===== config.mk =====
export PLATFORM = sky130hd
export DESIGN_NAME = uart_rx_flat
export DESIGN_NICKNAME = d
export VERILOG_FILES = /design/src/rtl/uart_rx_if.sv /design/src/rtl/uart_rx.sv /design/src/flat_wrapper.sv
export SDC_FILE = /design/constraint.sdc
export NUM_CORES = 1
export LEC_CHECK = 0
export ABC_CLOCK_PERIOD_IN_PS = 4300
export CAP_MARGIN = 20
export CORE_ASPECT_RATIO = 1.2
export CORE_MARGIN = 4
export CORE_UTILIZATION = 60
export DETAILED_ROUTE_END_ITERATION = 16
export GPL_TIMING_DRIVEN = 0
export PLACE_DENSITY_LB_ADDON = 0.08
export SYNTH_ARGS = -nofsm -noshare
export SYNTH_HDL_FRONTEND = slang
export SYNTH_SLANG_ARGS = --single-unit

===== constraint.sdc =====
create_clock -name clk -period 4.3 [get_ports clk]
set_input_delay 0.645 -clock clk [delete_from_list [all_inputs] [get_ports clk]]
set_output_delay 0.645 -clock clk [all_outputs]
set_load 0.02 [all_outputs]

===== src/rtl/uart_rx_if.sv =====
// Receiver-side bundle: 16x tick and serial line in; word, done strobe and error flags out.
// The receiver has no backpressure; the host must capture dout on rx_done.
interface uart_rx_if #(
  parameter int DATA_WIDTH = 8
);
  logic                  s_tick;
  logic                  rx;
  logic [DATA_WIDTH-1:0] dout;
  logic                  rx_done;
  logic                  parity_err;
  logic                  frame_err;

  modport master (
    output s_tick, rx,
    input  dout, rx_done, parity_err, frame_err
  );

  modport slave (
    input  s_tick, rx,
    output dout, rx_done, parity_err, frame_err
  );
endinterface


===== src/rtl/uart_rx.sv =====
// 16x-oversampling UART receiver: start/data(LSB first)/optional parity/stop -> parallel word.
// rx_done fires one clk after the final stop sample (2-clk sync latency on rx); no backpressure.
module uart_rx #(
  parameter int DATA_WIDTH = 8,
  parameter int STOP_BIT   = 1,
  parameter int PARITY     = 0
) (
  input  logic       clk,
  input  logic       rst,
  uart_rx_if.slave   bus
);

  typedef enum logic [2:0] {
    S_IDLE,
    S_START,
    S_DATA,
    S_PARITY,
    S_STOP
  } state_e;

  localparam logic [3:0] LAST_DATA  = 4'(DATA_WIDTH - 1);
  localparam logic [3:0] LAST_STOP  = 4'(STOP_BIT - 1);
  localparam bit         HAS_PARITY = (PARITY != 0);
  localparam bit         ODD_PARITY = (PARITY == 1);

  state_e                state_q, state_d;
  logic                  rx_meta_q, rx_s_q;
  logic [3:0]            tick_q, tick_d;
  logic [3:0]            bit_q, bit_d;
  logic [DATA_WIDTH-1:0] sreg_q, sreg_d;
  logic [DATA_WIDTH-1:0] dout_q, dout_d;
  logic                  perr_pend_q, perr_pend_d;
  logic                  ferr_pend_q, ferr_pend_d;
  logic                  rx_done_q, rx_done_d;
  logic                  parity_err_q, parity_err_d;
  logic                  frame_err_q, frame_err_d;
  logic                  ferr_now;

  // A low stop sample in this cycle must reach the flags of the completing frame.
  assign ferr_now = ferr_pend_q | ~rx_s_q;

  always_comb begin
    state_d      = state_q;
    tick_d       = tick_q;
    bit_d        = bit_q;
    sreg_d       = sreg_q;
    dout_d       = dout_q;
    perr_pend_d  = perr_pend_q;
    ferr_pend_d  = ferr_pend_q;
    rx_done_d    = 1'b0;
    parity_err_d = parity_err_q;
    frame_err_d  = frame_err_q;

    case (state_q)
      S_IDLE: begin
        if (!rx_s_q) begin
          state_d = S_START;
          tick_d  = 4'd0;
        end
      end
      S_START: begin
        if (bus.s_tick) begin
          if (tick_q == 4'd7) begin
            if (!rx_s_q) begin
              state_d     = S_DATA;
              tick_d      = 4'd0;
              bit_d       = 4'd0;
              perr_pend_d = 1'b0;
              ferr_pend_d = 1'b0;
            end else begin
              state_d = S_IDLE;
            end
          end else begin
            tick_d = tick_q + 4'd1;
          end
        end
      end
      S_DATA: begin
        if (bus.s_tick) begin
          if (tick_q == 4'd15) begin
            tick_d = 4'd0;
            sreg_d = {rx_s_q, sreg_q[DATA_WIDTH-1:1]};
            if (bit_q == LAST_DATA) begin
              bit_d   = 4'd0;
              state_d = HAS_PARITY ? S_PARITY : S_STOP;
            end else begin
              bit_d = bit_q + 4'd1;
            end
          end else begin
            tick_d = tick_q + 4'd1;
          end
        end
      end
      S_PARITY: begin
        if (bus.s_tick) begin
          if (tick_q == 4'd15) begin
            tick_d      = 4'd0;
            perr_pend_d = ((^sreg_q) ^ rx_s_q) != ODD_PARITY;
            state_d     = S_STOP;
          end else begin
            tick_d = tick_q + 4'd1;
          end
        end
      end
      S_STOP: begin
        if (bus.s_tick) begin
          if (tick_q == 4'd15) begin
            tick_d = 4'd0;
            if (bit_q == LAST_STOP) begin
              bit_d        = 4'd0;
              state_d      = S_IDLE;
              rx_done_d    = 1'b1;
              dout_d       = sreg_q;
              parity_err_d = perr_pend_q;
              frame_err_d  = ferr_now;
            end else begin
              bit_d       = bit_q + 4'd1;
              ferr_pend_d = ferr_now;
            end
          end else begin
            tick_d = tick_q + 4'd1;
          end
        end
      end
      default: state_d = S_IDLE;
    endcase
  end

  always_ff @(posedge clk) begin
    if (rst) begin
      state_q      <= S_IDLE;
      rx_meta_q    <= 1'b1;
      rx_s_q       <= 1'b1;
      tick_q       <= 4'd0;
      bit_q        <= 4'd0;
      sreg_q       <= '0;
      dout_q       <= '0;
      perr_pend_q  <= 1'b0;
      ferr_pend_q  <= 1'b0;
      rx_done_q    <= 1'b0;
      parity_err_q <= 1'b0;
      frame_err_q  <= 1'b0;
    end else begin
      state_q      <= state_d;
      rx_meta_q    <= bus.rx;
      rx_s_q       <= rx_meta_q;
      tick_q       <= tick_d;
      bit_q        <= bit_d;
      sreg_q       <= sreg_d;
      dout_q       <= dout_d;
      perr_pend_q  <= perr_pend_d;
      ferr_pend_q  <= ferr_pend_d;
      rx_done_q    <= rx_done_d;
      parity_err_q <= parity_err_d;
      frame_err_q  <= frame_err_d;
    end
  end

  assign bus.dout       = dout_q;
  assign bus.rx_done    = rx_done_q;
  assign bus.parity_err = parity_err_q;
  assign bus.frame_err  = frame_err_q;

endmodule


===== src/flat_wrapper.sv =====
// flat-port wrapper written by rule: the top's interface ports become plain ports
module uart_rx_flat 
#(
  parameter int DATA_WIDTH = 8,
  parameter int STOP_BIT   = 1,
  parameter int PARITY     = 0
)
  (clk, rst, bus_s_tick, bus_rx, bus_dout, bus_rx_done, bus_parity_err, bus_frame_err);
  uart_rx_if #(.DATA_WIDTH(DATA_WIDTH)) bus_i ();
  input  logic clk;
  input  logic rst;
  input wire logic [$bits(bus_i.s_tick)-1:0] bus_s_tick;
  input wire logic [$bits(bus_i.rx)-1:0] bus_rx;
  output wire logic [$bits(bus_i.dout)-1:0] bus_dout;
  output wire logic [$bits(bus_i.rx_done)-1:0] bus_rx_done;
  output wire logic [$bits(bus_i.parity_err)-1:0] bus_parity_err;
  output wire logic [$bits(bus_i.frame_err)-1:0] bus_frame_err;
  assign bus_i.s_tick = bus_s_tick;
  assign bus_i.rx = bus_rx;
  assign bus_dout = bus_i.dout;
  assign bus_rx_done = bus_i.rx_done;
  assign bus_parity_err = bus_i.parity_err;
  assign bus_frame_err = bus_i.frame_err;
  uart_rx #(.DATA_WIDTH(DATA_WIDTH), .STOP_BIT(STOP_BIT), .PARITY(PARITY)) u_core (.clk(clk), .rst(rst), .bus(bus_i));
endmodule

# Yosys cells after proc, flatten, opt, wreduce, memory -nomap -nowiden
# Cells that the tools add are included.
[op_classes]
addsub = 2
n_eq_ne = 21
mux = 40
bitwise_logic = 6
reduce_logical = 16
[op_table]
columns = ["cell", "n"]
rows = [
  ["4-bit two-way mux", 14],
  ["3-bit two-way mux", 11],
  ["4-bit one-hot mux with 3 select lines", 2],
  ["3-bit one-hot mux with 5 select lines", 1],
  ["2-bit by 1-bit inequality test with 1-bit output, second input constant", 7],
  ["2-bit inequality test, second input constant", 7],
  ["11-bit AND reduction", 1],
  ["1-bit two-way mux", 9],
  ["4-bit by 1-bit adder with 4-bit output, second input constant", 2],
  ["4-bit by 3-bit equality test with 1-bit output, second input constant", 2],
  ["8-bit AND reduction", 1],
  ["8-bit parity", 1],
  ["7-bit AND reduction", 1],
  ["3-bit by 2-bit equality test with 1-bit output, second input constant", 2],
  ["3-bit AND reduction", 2],
  ["6-bit AND reduction", 1],
  ["3-bit nonzero test", 2],
  ["4-bit equality test, second input constant", 1],
  ["4-bit zero test", 1],
  ["1-bit NOT", 4],
  ["1-bit one-hot mux with 2 select lines", 2],
  ["4-bit AND reduction", 1],
  ["2-bit nonzero test", 2],
  ["4-bit OR reduction", 1],
  ["other kinds (7)", 7],
]
[word_totals]
register_bits = 34
in_bits = 4
output_inout_bits = 11
word_cells = 97

# Longest topological paths before layout
[depth]
word_depth = 6
ltp_mapped = 8
mapped_depth_nobuf = 7

# Worst setup path before layout
# OpenSTA, ideal clock, no wires.
[synth_timing]
path_kind = "input to register"
start = "in bus_s_tick"
end = "reg u_core.dout_q[0], in the netlist u_core.bus.dout[0]"
arrival_time_ps = 1840
path_slack_ps = 2333
path_stages = 7
path_cell_list = "buf_2 nand4_1 or3b_1 buf_2 buf_6 mux2i_1 nor2_1"
[synth_between]
elab_chain_cells = 1
[synth_rtl]
columns = ["item", "line_no", "source"]
rows = [
  ["from (decl)", "flat_wrapper.sv:12", "input wire logic [$bits(bus_i.s_tick)-1:0] bus_s_tick;"],
  ["4-bit AND reduction (no line)", "-", ""],
  ["to (signal assigned)", "uart_rx.sv:150", "dout_q <= dout_d;"],
  ["to (decl)", "uart_rx.sv:31", "logic [DATA_WIDTH-1:0] dout_q, dout_d;"],
]
# No other way between the ends.
# A chain may end at the register's enable or synchronous reset.

# Worst setup path in the final report
[layout_timing]
start = "reg u_core.tick_q[0]"
end = "reg u_core.dout_q[2], in the netlist u_core.bus.dout[2]"
[layout_between]
elab_chain_cells = 2
[layout_rtl]
columns = ["item", "line_no", "source"]
rows = [
  ["from (decl)", "uart_rx.sv:28", "logic [3:0] tick_q, tick_d;"],
  ["from (signal assigned)", "uart_rx.sv:147", "tick_q <= tick_d;"],
  ["4-bit equality test", "uart_rx.sv:107", "if (tick_q == 4'd15) begin"],
  ["4-bit AND reduction (no line)", "-", ""],
]
# No other way between the ends.

==> impl_metrics.toml <==
[status]
status = "complete, no violations"

[sta]
timing.hold.ws_ps = 436
min_period_over_period_pct = 47.5
layout_setup_ws_ps = 2260
slew_viol_final = 0
fin_setup_tns_ps = 0
setup_repair_after_global_routing_missed_its_margin = "no"
relSlewSlack_pct = 59.0
timing.final.crit_period_ps = 2040
max_freq_mhz = 489
worst_pin_slew_ps = 607
hold_viol = 0
clock_skew_ps = 11.4
setup_violations = 0

[cts]
clk_pin_slew_worst_paths_ps = 110
cts_made_buffers = 5
post-cts-setup-buffers = 0
clock_sink_count = 34
cts.repair.resized = 0
cts-htree-levels = 2
tritoncts_clock_tree = "done"
clk_latency_ps = 350
postCtsHoldBufs = 0
cts_root_buffer = "clkbuf_4"
cts.path.max_buffers = 2

[place]
post-place-ws_ps = 2140
place_congestion = 0.845
hpwlAfterDp_um = 2670
port_buffers = 12

[yosys]
synth.yosys.seq_area_share_pct = 39.0
synth.cell_area_sq_um = 1750
synth-seq-cells = 34
yosysWarnings = 0
synthFlopType = "dfxtp_1"
synth_enable_flop_cells = 0
synth_area_per_cell_sq_um = 8.91
synth_cell_types = 44
synth-async-reset-ratio_pct = 0
synth.net_count = 203
synth_cells = 196

[final_layout]
final_nets = 222
antenna_cells = 0
post_route_cells_drive_above_1_share_pct = 11.6
layout_common_cells = "dfxtp_1 (34), nor2_1 (29), mux2i_1 (18), a21oi_1 (12), clkdlybuf4s50_1 (12)"
most_common_library_cell_in_the_layout_ignoring_fill_and_taps = "dfxtp_1"
layout_overhead_on_the_synthesized_area_pct = 12.8
count_of_fill_cells_added_during_filler_insertion = 234

[worst_setup_path]
setup.worst_path.end_class = "register"
worst_ep_arrival_time_ps = 2260
reg2reg_setup_slack_ps = 2260
sequence_of_cells_on_the_critical_path = "ha_1 > nand4_1 > or3b_1 > buf_2 > buf_6 > mux2i_1 > nor2_1"
startpoint_of_the_worst_slack_reg_to_reg_timing_path = "u_core.tick_q[0]$_SDFFE_PP0P_"
worstPathRequired_ps = 4520
cp_max_fo = 10
setup.worst_path.start_class = "register"
r2r.worst_path.cells = 7
worst_path_max_delay_cell = "or3b_1"
critical_path.reg2reg.endpoint = "u_core.bus.dout[2]$_SDFFE_PP0P_"
cpPeakStageDelay_ps = 440
critical_path_class = "register to register"

[floorplanning]
rows = 21
core-area_sq_um = 2790
ios = 15
die-width_um = 57.2
die-height_um = 67.1
initial_utilization_pct = 62.7
fp.dieArea_sq_um = 3840

[grt]
maximum_number_of_pins_on_one_net_before_global_route_repair = 11
globalRoute.totalOverflow = 0
first_global_vias = 1495
grt_util_all_layers_pct = 22.6
grt_pass1_wl_um = 6710
grt_antenna_before_repair = 0

[route]
drt.antenna.violating_nets = 0
drt-vias-per-instance = 5.88
num_vias = 1469
avgRoutedWirePerCell_um = 14.8
route.detailed.drc = 0
drt-total-wl_um = 3700
drt-initial-drc-count = 67
detail_route.first_pass.iterations = 4

[hold_path]
worst_hold_path.endpoint = "u_core.rx_s_q$_SDFF_PP1_"
hold_depth = 1
holdCritStartpoint = "u_core.rx_meta_q$_SDFF_PP1_"
hold_path_class = "register to register"

[pwr]
p_leak_nw = 0.756
vdd.ir_drop.worst_mv = 0.213
cellPowerDensity_nw_per_um2 = 271

[job]
max_cap_viols = 0
where the power goes:
part	total, mW	switching [mW]	internal, mW	leakage, nW
logic	0.0299	0.0187	0.0112	0.447
clock network	0.186	0.107	0.0792	0.0353
registers	0.318	0.00124	0.316	0.274
synth_stat cells, drive strengths merged, types with 4 or more instances:
cell     n  area share [%]
dfxtp   34              39
nor2    29             6.2
mux2i   18              10
a21oi   12             3.4
buf     10             3.9
nand2   10             2.2
o21ai    7             2.0
inv      6             1.3
xnor2    6             3.0
nor3     5             2.1
clkbuf   4            0.86
nand3    4             1.1
nor2b    4             1.4
or2      4             1.4
stage by stage:
| stage | cell area (sq um) | total power, mW | instances | util, % |
|---|---|---|---|---|
| floorplan | 1750 | 0.347 | 196 | - |
| finish | 1970 | 0.534 | 250 | 70.7 |
| CTS | 1970 | 0.541 | 250 | 70.7 |
| detailed placement | 1910 | 0.354 | 242 | 68.5 |
| global placement | 1910 | 0.353 | 242 | 68.5 |
| global route | 1970 | 0.558 | 250 | 70.7 |
flip-flops by register name, summed over array words and instances (netlist names):
name and cells:
u_core.bus.rx_done 1, u_core.tick_q 4, u_core.state_q 3, u_core.rx_s_q 1, u_core.bit_q 4, u_core.sreg_q 8
u_core.bus.frame_err 1, u_core.bus.parity_err 1, u_core.perr_pend_q 1, u_core.ferr_pend_q 1, u_core.bus.dout 8, u_core.rx_meta_q 1
worst max-delay path by stage:
stage                                       start                         endpoint  slack [ps]  depth (start not counted)
detailed placement                     bus_s_tick  u_core.bus.dout[6]$_SDFFE_PP0P_        2140                          7
global placement                       bus_s_tick  u_core.bus.dout[1]$_SDFFE_PP0P_        2180                          7
floorplan                              bus_s_tick  u_core.bus.dout[0]$_SDFFE_PP0P_        2330                          7
global route        u_core.tick_q[0]$_SDFFE_PP0P_  u_core.bus.dout[2]$_SDFFE_PP0P_        2110                          7
finish              u_core.tick_q[0]$_SDFFE_PP0P_  u_core.bus.dout[2]$_SDFFE_PP0P_        2260                          7
CTS                 u_core.tick_q[0]$_SDFFE_PP0P_  u_core.bus.dout[2]$_SDFFE_PP0P_        2260                          7
cells by family (layout without fill, tap and decap cells):
family | count (synthesis) | after routing | share of synthesized area, %
and+or+nand+nor | 74 | 74 | 22.4
AOI/OAI and AO/OA | 36 | 36 | 13.5
DFF | 34 | 34 | 39.0
buffers and inverters | 20 | 40 | 6.09
muxes | 19 | 19 | 11.0
xor gates and xnor gates | 10 | 10 | 5.81
adders and majority gates | 3 | 3 | 2.15
cell type report:
class                   instances  area [sq um]  share of cell area (%)
flip-flops and latches         34           681                    34.6
clock inverters                 1          5.00                   0.254
multi-input cells             142           958                    48.7
repair buffers                 12           120                    6.10
well taps                      34          42.5                    2.16
plain buffers                  14          83.8                    4.26
clock buffers                   7          55.1                    2.80
inverters                       6          22.5                    1.14
critical path: cells and delay by family, from the launching register on:
family	cells	cell delay [ps]
flip-flops	1	390
adder cells (fa/ha/maj)	1	310
multiplexers	1	150
buffers and inverters	2	310
AND/OR/NAND/NOR	3	760
per-layer routing:
| metal | vias up | track usage [%] | wire (um) |
|---|---|---|---|
| met5 | - | 0 | 0 |
| met4 | 0 | 11.3 | 86 |
| met3 | 15 | 5.04 | 146 |
| met2 | 43 | 39.6 | 1880 |
| met1 | 689 | 25.6 | 1590 |
| li1 | 722 | - | - |
No activity file was read; power rests on OpenSTA's default activity.
